<file path="config.mk">
export PLATFORM = sky130hd
export DESIGN_NAME = dmem_port_arbiter_flat
export DESIGN_NICKNAME = d
export VERILOG_FILES = /design/src/rtl/dmem_port_arbiter_pkg.sv /design/src/rtl/dmem_port_arbiter_if.sv /design/src/rtl/dmem_port_arbiter_rr_picker.sv /design/src/rtl/dmem_port_arbiter.sv /design/src/flat_wrapper.sv
export SDC_FILE = /design/constraint.sdc
export NUM_CORES = 1
export LEC_CHECK = 0
export BUFFER_PORTS_ARGS = -buffer_cell sky130_fd_sc_hd__buf_2
export CAP_MARGIN = 0
export CORE_AREA = 3 3 100 102
export DETAILED_ROUTE_END_ITERATION = 7
export DIE_AREA = 0 0 103 105
export SLEW_MARGIN = 20
export SYNTH_ARGS = -nofsm -noshare
export SYNTH_HDL_FRONTEND = slang
export SYNTH_SLANG_ARGS = --single-unit
</file>
<file path="constraint.sdc">
create_clock -name clk -period 1.4 [get_ports clk]
set_input_delay 0.28 -clock clk [delete_from_list [all_inputs] [get_ports clk]]
set_output_delay 0.28 -clock clk [all_outputs]
set_load 0.01 [all_outputs]
</file>
<file path="src/rtl/dmem_port_arbiter_pkg.sv">
// Shared definitions for the data-memory port arbiter.
//   req_id_e       : requester identity (fetch / load-store unit)
//   BE_FULL        : all-lanes byte enable used for fetch reads
//   WORD_LSB       : lowest byte-address bit that forms the RAM word address
//   MEM_AW_DEFAULT : default RAM word-address slice width
package dmem_port_arbiter_pkg;

    typedef enum logic {
        REQ_FETCH = 1'b0,
        REQ_LSU   = 1'b1
    } req_id_e;

    localparam logic [3:0]  BE_FULL        = 4'hF;
    localparam int unsigned WORD_LSB       = 2;
    localparam int unsigned MEM_AW_DEFAULT = 16;

endpackage

</file>
<file path="src/rtl/dmem_port_arbiter_if.sv">
// Bundle of every request, response and RAM signal around the arbiter.
//   slave  : the arbiter's view (takes requests and mem_rdata, drives ready/rsp/mem_*)
//   master : the environment's view (fetch, LSU and the RAM together)
interface dmem_port_arbiter_if
    import dmem_port_arbiter_pkg::*;
#(
    parameter int unsigned ADDRESS_WIDTH = 32,
    parameter int unsigned DATA_WIDTH    = 32,
    parameter int unsigned MEM_AW        = MEM_AW_DEFAULT
) ();

    logic                     i_req_valid;
    logic                     i_req_ready;
    logic [ADDRESS_WIDTH-1:0] i_req_addr;
    logic                     i_rsp_valid;
    logic [DATA_WIDTH-1:0]    i_rsp_data;

    logic                     d_req_valid;
    logic                     d_req_ready;
    logic                     d_req_we;
    logic [3:0]               d_req_be;
    logic [ADDRESS_WIDTH-1:0] d_req_addr;
    logic [DATA_WIDTH-1:0]    d_req_wdata;
    logic                     d_rsp_valid;
    logic [DATA_WIDTH-1:0]    d_rsp_data;

    logic                     mem_en;
    logic                     mem_we;
    logic [3:0]               mem_be;
    logic [MEM_AW-1:0]        mem_addr;
    logic [DATA_WIDTH-1:0]    mem_wdata;
    logic [DATA_WIDTH-1:0]    mem_rdata;

    modport slave (
        input  i_req_valid, i_req_addr,
        input  d_req_valid, d_req_we, d_req_be, d_req_addr, d_req_wdata,
        input  mem_rdata,
        output i_req_ready, i_rsp_valid, i_rsp_data,
        output d_req_ready, d_rsp_valid, d_rsp_data,
        output mem_en, mem_we, mem_be, mem_addr, mem_wdata
    );

    modport master (
        output i_req_valid, i_req_addr,
        output d_req_valid, d_req_we, d_req_be, d_req_addr, d_req_wdata,
        output mem_rdata,
        input  i_req_ready, i_rsp_valid, i_rsp_data,
        input  d_req_ready, d_rsp_valid, d_rsp_data,
        input  mem_en, mem_we, mem_be, mem_addr, mem_wdata
    );

endinterface

</file>
<file path="src/rtl/dmem_port_arbiter_rr_picker.sv">
// Combinational two-way grant between fetch and LSU.
//   i_valid, d_valid : request valids
//   last_grant       : requester that won the previous grant
//   grant            : some requester wins this cycle
//   winner           : which one (meaningful only when grant = 1)
// Policy macro DMEM_ARB_RR_EN: defined -> round-robin on contention,
// undefined -> LSU always wins contention.
module dmem_rr_picker
    import dmem_port_arbiter_pkg::*;
(
    input  logic    i_valid,
    input  logic    d_valid,
    input  req_id_e last_grant,
    output logic    grant,
    output req_id_e winner
);

`ifndef DMEM_ARB_RR_EN
    // History is kept by the top but does not steer fixed priority.
    logic unused_last_grant;
    assign unused_last_grant = last_grant;
`endif

    always_comb begin
        grant  = i_valid | d_valid;
        winner = REQ_FETCH;
        if (i_valid && d_valid) begin
`ifdef DMEM_ARB_RR_EN
            winner = (last_grant == REQ_LSU) ? REQ_FETCH : REQ_LSU;
`else
            winner = REQ_LSU;
`endif
        end else if (d_valid) begin
            winner = REQ_LSU;
        end
    end

endmodule

</file>
<file path="src/rtl/dmem_port_arbiter.sv">
// Shares a single-port synchronous-read data RAM between instruction fetch and
// the load/store unit. One access is granted per cycle with zero grant latency;
// the owner gets read data (or a store acknowledge with data 0) one cycle later.
//   clk   : rising-edge clock
//   reset : synchronous, active-low; while low all ready/rsp_valid/mem_* are 0
//   bus   : dmem_port_arbiter_if.slave (fetch, LSU and RAM signals)
// Arbitration policy is selected by DMEM_ARB_RR_EN (see dmem_rr_picker).
module dmem_port_arbiter
    import dmem_port_arbiter_pkg::*;
#(
    parameter int unsigned ADDRESS_WIDTH = 32,
    parameter int unsigned DATA_WIDTH    = 32,
    parameter int unsigned MEM_AW        = MEM_AW_DEFAULT
) (
    input logic                  clk,
    input logic                  reset,
    dmem_port_arbiter_if.slave   bus
);

    logic    grant;
    req_id_e winner;

    req_id_e last_grant_q, last_grant_d;
    req_id_e rsp_owner_q, rsp_owner_d;
    logic    rsp_pending_q, rsp_pending_d;
    logic    rsp_is_store_q, rsp_is_store_d;

    logic                  i_req_ready, d_req_ready;
    logic                  i_rsp_valid, d_rsp_valid;
    logic [DATA_WIDTH-1:0] i_rsp_data, d_rsp_data;
    logic                  mem_en, mem_we;
    logic [3:0]            mem_be;
    logic [MEM_AW-1:0]     mem_addr;
    logic [DATA_WIDTH-1:0] mem_wdata;

    // Byte offset and bits above the RAM window do not address the RAM.
    logic unused_addr;
    assign unused_addr = ^{bus.i_req_addr[WORD_LSB-1:0], bus.d_req_addr[WORD_LSB-1:0],
                           bus.i_req_addr[ADDRESS_WIDTH-1:MEM_AW+WORD_LSB],
                           bus.d_req_addr[ADDRESS_WIDTH-1:MEM_AW+WORD_LSB]};

    dmem_rr_picker u_picker (
        .i_valid    (bus.i_req_valid),
        .d_valid    (bus.d_req_valid),
        .last_grant (last_grant_q),
        .grant      (grant),
        .winner     (winner)
    );

    always_comb begin
        i_req_ready = 1'b0;
        d_req_ready = 1'b0;
        i_rsp_valid = 1'b0;
        d_rsp_valid = 1'b0;
        i_rsp_data  = '0;
        d_rsp_data  = '0;
        mem_en      = 1'b0;
        mem_we      = 1'b0;
        mem_be      = '0;
        mem_addr    = '0;
        mem_wdata   = '0;
        if (reset && grant) begin
            mem_en = 1'b1;
            if (winner == REQ_LSU) begin
                d_req_ready = 1'b1;
                mem_we      = bus.d_req_we;
                mem_be      = bus.d_req_be;
                mem_addr    = bus.d_req_addr[MEM_AW+WORD_LSB-1:WORD_LSB];
                mem_wdata   = bus.d_req_wdata;
            end else begin
                i_req_ready = 1'b1;
                mem_be      = BE_FULL;
                mem_addr    = bus.i_req_addr[MEM_AW+WORD_LSB-1:WORD_LSB];
            end
        end
        // Response of the previous grant; a reset in this cycle drops it.
        if (reset && rsp_pending_q) begin
            if (rsp_owner_q == REQ_FETCH) begin
                i_rsp_valid = 1'b1;
                i_rsp_data  = bus.mem_rdata;
            end else begin
                d_rsp_valid = 1'b1;
                d_rsp_data  = rsp_is_store_q ? '0 : bus.mem_rdata;
            end
        end
    end

    always_comb begin
        last_grant_d   = last_grant_q;
        rsp_owner_d    = rsp_owner_q;
        rsp_is_store_d = rsp_is_store_q;
        rsp_pending_d  = grant;
        if (grant) begin
            last_grant_d   = winner;
            rsp_owner_d    = winner;
            rsp_is_store_d = (winner == REQ_LSU) && bus.d_req_we;
        end
    end

    always_ff @(posedge clk) begin
        if (!reset) begin
            last_grant_q   <= REQ_LSU;  // fetch wins the first contention
            rsp_owner_q    <= REQ_FETCH;
            rsp_pending_q  <= 1'b0;
            rsp_is_store_q <= 1'b0;
        end else begin
            last_grant_q   <= last_grant_d;
            rsp_owner_q    <= rsp_owner_d;
            rsp_pending_q  <= rsp_pending_d;
            rsp_is_store_q <= rsp_is_store_d;
        end
    end

    assign bus.i_req_ready = i_req_ready;
    assign bus.d_req_ready = d_req_ready;
    assign bus.i_rsp_valid = i_rsp_valid;
    assign bus.i_rsp_data  = i_rsp_data;
    assign bus.d_rsp_valid = d_rsp_valid;
    assign bus.d_rsp_data  = d_rsp_data;
    assign bus.mem_en      = mem_en;
    assign bus.mem_we      = mem_we;
    assign bus.mem_be      = mem_be;
    assign bus.mem_addr    = mem_addr;
    assign bus.mem_wdata   = mem_wdata;

endmodule
</file>
<file path="src/flat_wrapper.sv">
// flat-port wrapper written by rule: the top's interface ports become plain ports
module dmem_port_arbiter_flat import dmem_port_arbiter_pkg::*;
#(
    parameter int unsigned ADDRESS_WIDTH = 32,
    parameter int unsigned DATA_WIDTH    = 32,
    parameter int unsigned MEM_AW        = MEM_AW_DEFAULT
)
  (clk, reset, bus_i_req_valid, bus_i_req_addr, bus_d_req_valid, bus_d_req_we, bus_d_req_be, bus_d_req_addr, bus_d_req_wdata, bus_mem_rdata, bus_i_req_ready, bus_i_rsp_valid, bus_i_rsp_data, bus_d_req_ready, bus_d_rsp_valid, bus_d_rsp_data, bus_mem_en, bus_mem_we, bus_mem_be, bus_mem_addr, bus_mem_wdata);
  dmem_port_arbiter_if #(.ADDRESS_WIDTH(ADDRESS_WIDTH), .DATA_WIDTH(DATA_WIDTH), .MEM_AW(MEM_AW)) bus_i ();
  input logic clk;
  input logic reset;
  input wire logic [$bits(bus_i.i_req_valid)-1:0] bus_i_req_valid;
  input wire logic [$bits(bus_i.i_req_addr)-1:0] bus_i_req_addr;
  input wire logic [$bits(bus_i.d_req_valid)-1:0] bus_d_req_valid;
  input wire logic [$bits(bus_i.d_req_we)-1:0] bus_d_req_we;
  input wire logic [$bits(bus_i.d_req_be)-1:0] bus_d_req_be;
  input wire logic [$bits(bus_i.d_req_addr)-1:0] bus_d_req_addr;
  input wire logic [$bits(bus_i.d_req_wdata)-1:0] bus_d_req_wdata;
  input wire logic [$bits(bus_i.mem_rdata)-1:0] bus_mem_rdata;
  output wire logic [$bits(bus_i.i_req_ready)-1:0] bus_i_req_ready;
  output wire logic [$bits(bus_i.i_rsp_valid)-1:0] bus_i_rsp_valid;
  output wire logic [$bits(bus_i.i_rsp_data)-1:0] bus_i_rsp_data;
  output wire logic [$bits(bus_i.d_req_ready)-1:0] bus_d_req_ready;
  output wire logic [$bits(bus_i.d_rsp_valid)-1:0] bus_d_rsp_valid;
  output wire logic [$bits(bus_i.d_rsp_data)-1:0] bus_d_rsp_data;
  output wire logic [$bits(bus_i.mem_en)-1:0] bus_mem_en;
  output wire logic [$bits(bus_i.mem_we)-1:0] bus_mem_we;
  output wire logic [$bits(bus_i.mem_be)-1:0] bus_mem_be;
  output wire logic [$bits(bus_i.mem_addr)-1:0] bus_mem_addr;
  output wire logic [$bits(bus_i.mem_wdata)-1:0] bus_mem_wdata;
  assign bus_i.i_req_valid = bus_i_req_valid;
  assign bus_i.i_req_addr = bus_i_req_addr;
  assign bus_i.d_req_valid = bus_d_req_valid;
  assign bus_i.d_req_we = bus_d_req_we;
  assign bus_i.d_req_be = bus_d_req_be;
  assign bus_i.d_req_addr = bus_d_req_addr;
  assign bus_i.d_req_wdata = bus_d_req_wdata;
  assign bus_i.mem_rdata = bus_mem_rdata;
  assign bus_i_req_ready = bus_i.i_req_ready;
  assign bus_i_rsp_valid = bus_i.i_rsp_valid;
  assign bus_i_rsp_data = bus_i.i_rsp_data;
  assign bus_d_req_ready = bus_i.d_req_ready;
  assign bus_d_rsp_valid = bus_i.d_rsp_valid;
  assign bus_d_rsp_data = bus_i.d_rsp_data;
  assign bus_mem_en = bus_i.mem_en;
  assign bus_mem_we = bus_i.mem_we;
  assign bus_mem_be = bus_i.mem_be;
  assign bus_mem_addr = bus_i.mem_addr;
  assign bus_mem_wdata = bus_i.mem_wdata;
  dmem_port_arbiter #(.ADDRESS_WIDTH(ADDRESS_WIDTH), .DATA_WIDTH(DATA_WIDTH), .MEM_AW(MEM_AW)) u_core (.clk(clk), .reset(reset), .bus(bus_i));
endmodule
</file>
==> impl_metrics.env <==
export IMPL_status="finished, violations left"
export IMPL_violations="setup timing"
export IMPL_crit_path_top_delay_cell="dfxtp_2"
export IMPL_drc=0
export IMPL_path_class="reg -> out"
export IMPL_portBuffers=226
export IMPL_tightest_slew_ps=278
export IMPL_grtUsageTotal_pct=9.12
export IMPL_core_area_mm2=0.00920
export IMPL_drt_pass1_iter_count=4
export IMPL_vias=1972
export IMPL_fin_area_mm2=0.00251
export IMPL_cts_root_buf="clkbuf_8"
export IMPL_syn_nets=296
export IMPL_final_util_pct=27.3
export IMPL_numCtsBuffers=3
export IMPL_placed_cell_area_mm2=0.00235
export IMPL_final_cell_mix="217 x buf_2, 58 x and2_1, 34 x and3_1"
export IMPL_dp_hpwl_um=5120
export IMPL_grt_setup_unrepaired="true"
export IMPL_final_nets=520
export IMPL_period_needed_ps=1550
export IMPL_yosys_register_bits=3
export IMPL_layout_commonest_cell="buf_2"
export IMPL_synth_cells=159
export IMPL_finalWorstSetupSlack_ps=-148
export IMPL_area_delta_synth_final_pct=131
export IMPL_drv_slew=0
export IMPL_relSlewSlack_pct=81.5
export IMPL_path_cells="and3b_2 > buf_12 > and2_1 > buf_2"
export IMPL_arrival_ps=1270
export IMPL_p_per_area_mw_per_mm2=368
export IMPL_wl_per_cell_um=12.4
export IMPL_antenna_found_initial=0
export IMPL_diodes=0
export IMPL_dieArea_mm2=0.0108
export IMPL_vdd_drop_max_v=0.000200
export IMPL_via_per_inst=4.00
export IMPL_hold_start="bus_i_req_valid"
export IMPL_reg2reg_setup_slack_ps=590
export IMPL_fmax_mhz=646
export IMPL_htree_levels=1
export IMPL_max_cap_viol_count=0
export IMPL_cp_max_fo=32
export IMPL_clockBufferDepth=2
export IMPL_grt_pass1_vias=1791
export IMPL_drt_iter0_drc=68
export IMPL_postRouteAntennaNets=0
export IMPL_yosys_warnings=0
export IMPL_rows=35
export IMPL_drive_gt1_share_pct=67.5
export IMPL_initial_core_util_pct=11.8
export IMPL_grt_max_degree=33
export IMPL_hold_end="u_core.rsp_pending_q"
export IMPL_crit_path_end_kind="primary output"
export IMPL_grt_pass1_wl_um=8070
export IMPL_die_w_um=103
export IMPL_routabilityCongestion=0.683
export IMPL_critical_path_max_stage_delay_ps=350
export IMPL_clk_pin_slew_ps=40
export IMPL_wl_um=6100
export IMPL_hold_depth=3
export IMPL_critPathLaunchType="flip-flop"
export IMPL_post_route_period_util_pct=111
export IMPL_leakage_nw=1.67
export IMPL_die_h_um=105
export IMPL_finalClockSkew_ps=0
export IMPL_rr_endpoint="u_core.rsp_is_store_q"
export IMPL_hold_path_class="in -> reg"
export IMPL_synthesis_area_mm2=0.00109
export IMPL_clkSinkCount=3
export IMPL_synth_seq_area_share_pct=5.52
export IMPL_overflow=0
export IMPL_ys_types=20
export IMPL_hold_viol=0
export IMPL_r2r_start="u_core.rsp_is_store_q"
export IMPL_cts_tree="yes"
export IMPL_setup_violations=63
export IMPL_ios=259
export IMPL_insertion_delay_ps=220
export IMPL_required_ps=1120
export IMPL_reg2reg_depth=2
export IMPL_avgSynthCellArea_um2=6.85
critical path: cells and delay by family, from the launching register on:
kind	cells	cell delay, ps
and+or+nand+nor	2	400
DFF	1	350
buffers and inverters	2	300
cell families after synthesis:
| kind of cell | synth area share (%) |
|---|---|
| simple gates | 65.2 |
| compound gates | 17.2 |
| buf+inv | 12.1 |
| flops | 5.52 |
cell usage after synthesis, drive strengths merged:
master	instances	share of area, %
and2	64	37
and3	34	20
a32o	16	15
buf	13	8.6
clkbuf	7	3.1
a21oi	4	1.8
nand2	4	1.4
nor2	4	1.4
dfxtp	3	5.5
and4b	2	1.8
nor2b	2	1.1
and3b	1	0.80
and4bb	1	1.1
inv	1	0.34
nand2b	1	0.58
o21a	1	0.69
or2	1	0.58
layer usage:
| metal | vias to the layer above | global-route usage (%) | wire length, um |
|---|---|---|---|
| met5 | - | 0 | 0 |
| met4 | 0 | 1.02 | 12 |
| met3 | 2 | 2.20 | 639 |
| met2 | 123 | 18.4 | 3120 |
| met1 | 849 | 9.35 | 2330 |
| li1 | 998 | - | - |
layout make-up:
class                           count  area (um2)
Sequential cell                     3        62.6
Timing Repair Buffer              239        1330
Inverter                            1        7.51
Fill cell                        1023        6680
Tap cell                          111         139
Multi-Input combinational cell    135         935
Clock buffer                        4        45.0
sequential cells by signal (all words and copies together), names as in the netlist:
register and flops:
u_core.rsp_owner_q 1, u_core.rsp_pending_q 1, u_core.rsp_is_store_q 1
what timing repair did:
item,CTS,global route
cloned,0,0
pin swaps,1,0
gates resized for setup,7,26
hold endpoints to repair,0,0
buffers inserted,0,0
endpoints found under the setup margin,95,88
hold buffers,0,0
power by group:
| group | switching (mW) | internal, mW | total (mW) |
|---|---|---|---|
| logic | 0.265 | 0.306 | 0.572 |
| clock network | 0.0618 | 0.195 | 0.256 |
| registers | 0.00414 | 0.0922 | 0.0963 |
through the flow:
step	cells	worst slack, ps	power (mW)	hold WS (ps)	TNS [ps]
3_5_place_dp	489	-62.3	0.638	622	-974
3_3_place_gp	489	-25.0	0.627	618	-171
2_1_floorplan	159	200	0.339	581	0
6_report	493	-148	0.924	427	-7560
5_1_grt	493	-201	1.00	442	-10630
4_1_cts	493	-168	0.911	416	-7940
worst max path at each step:
stage	start	end	slack, ps	cells past startpoint
global placement	reset	bus_mem_addr[0]	-20	5
finish	u_core.rsp_owner_q	bus_i_rsp_data[25]	-150	4
detailed placement	reset	bus_mem_wdata[25]	-60	5
global route	u_core.rsp_owner_q	bus_d_rsp_data[18]	-200	4
floorplan	reset	bus_mem_addr[10]	200	4
CTS	u_core.rsp_owner_q	bus_d_rsp_data[18]	-170	4
(Power assumes the default switching activity.)
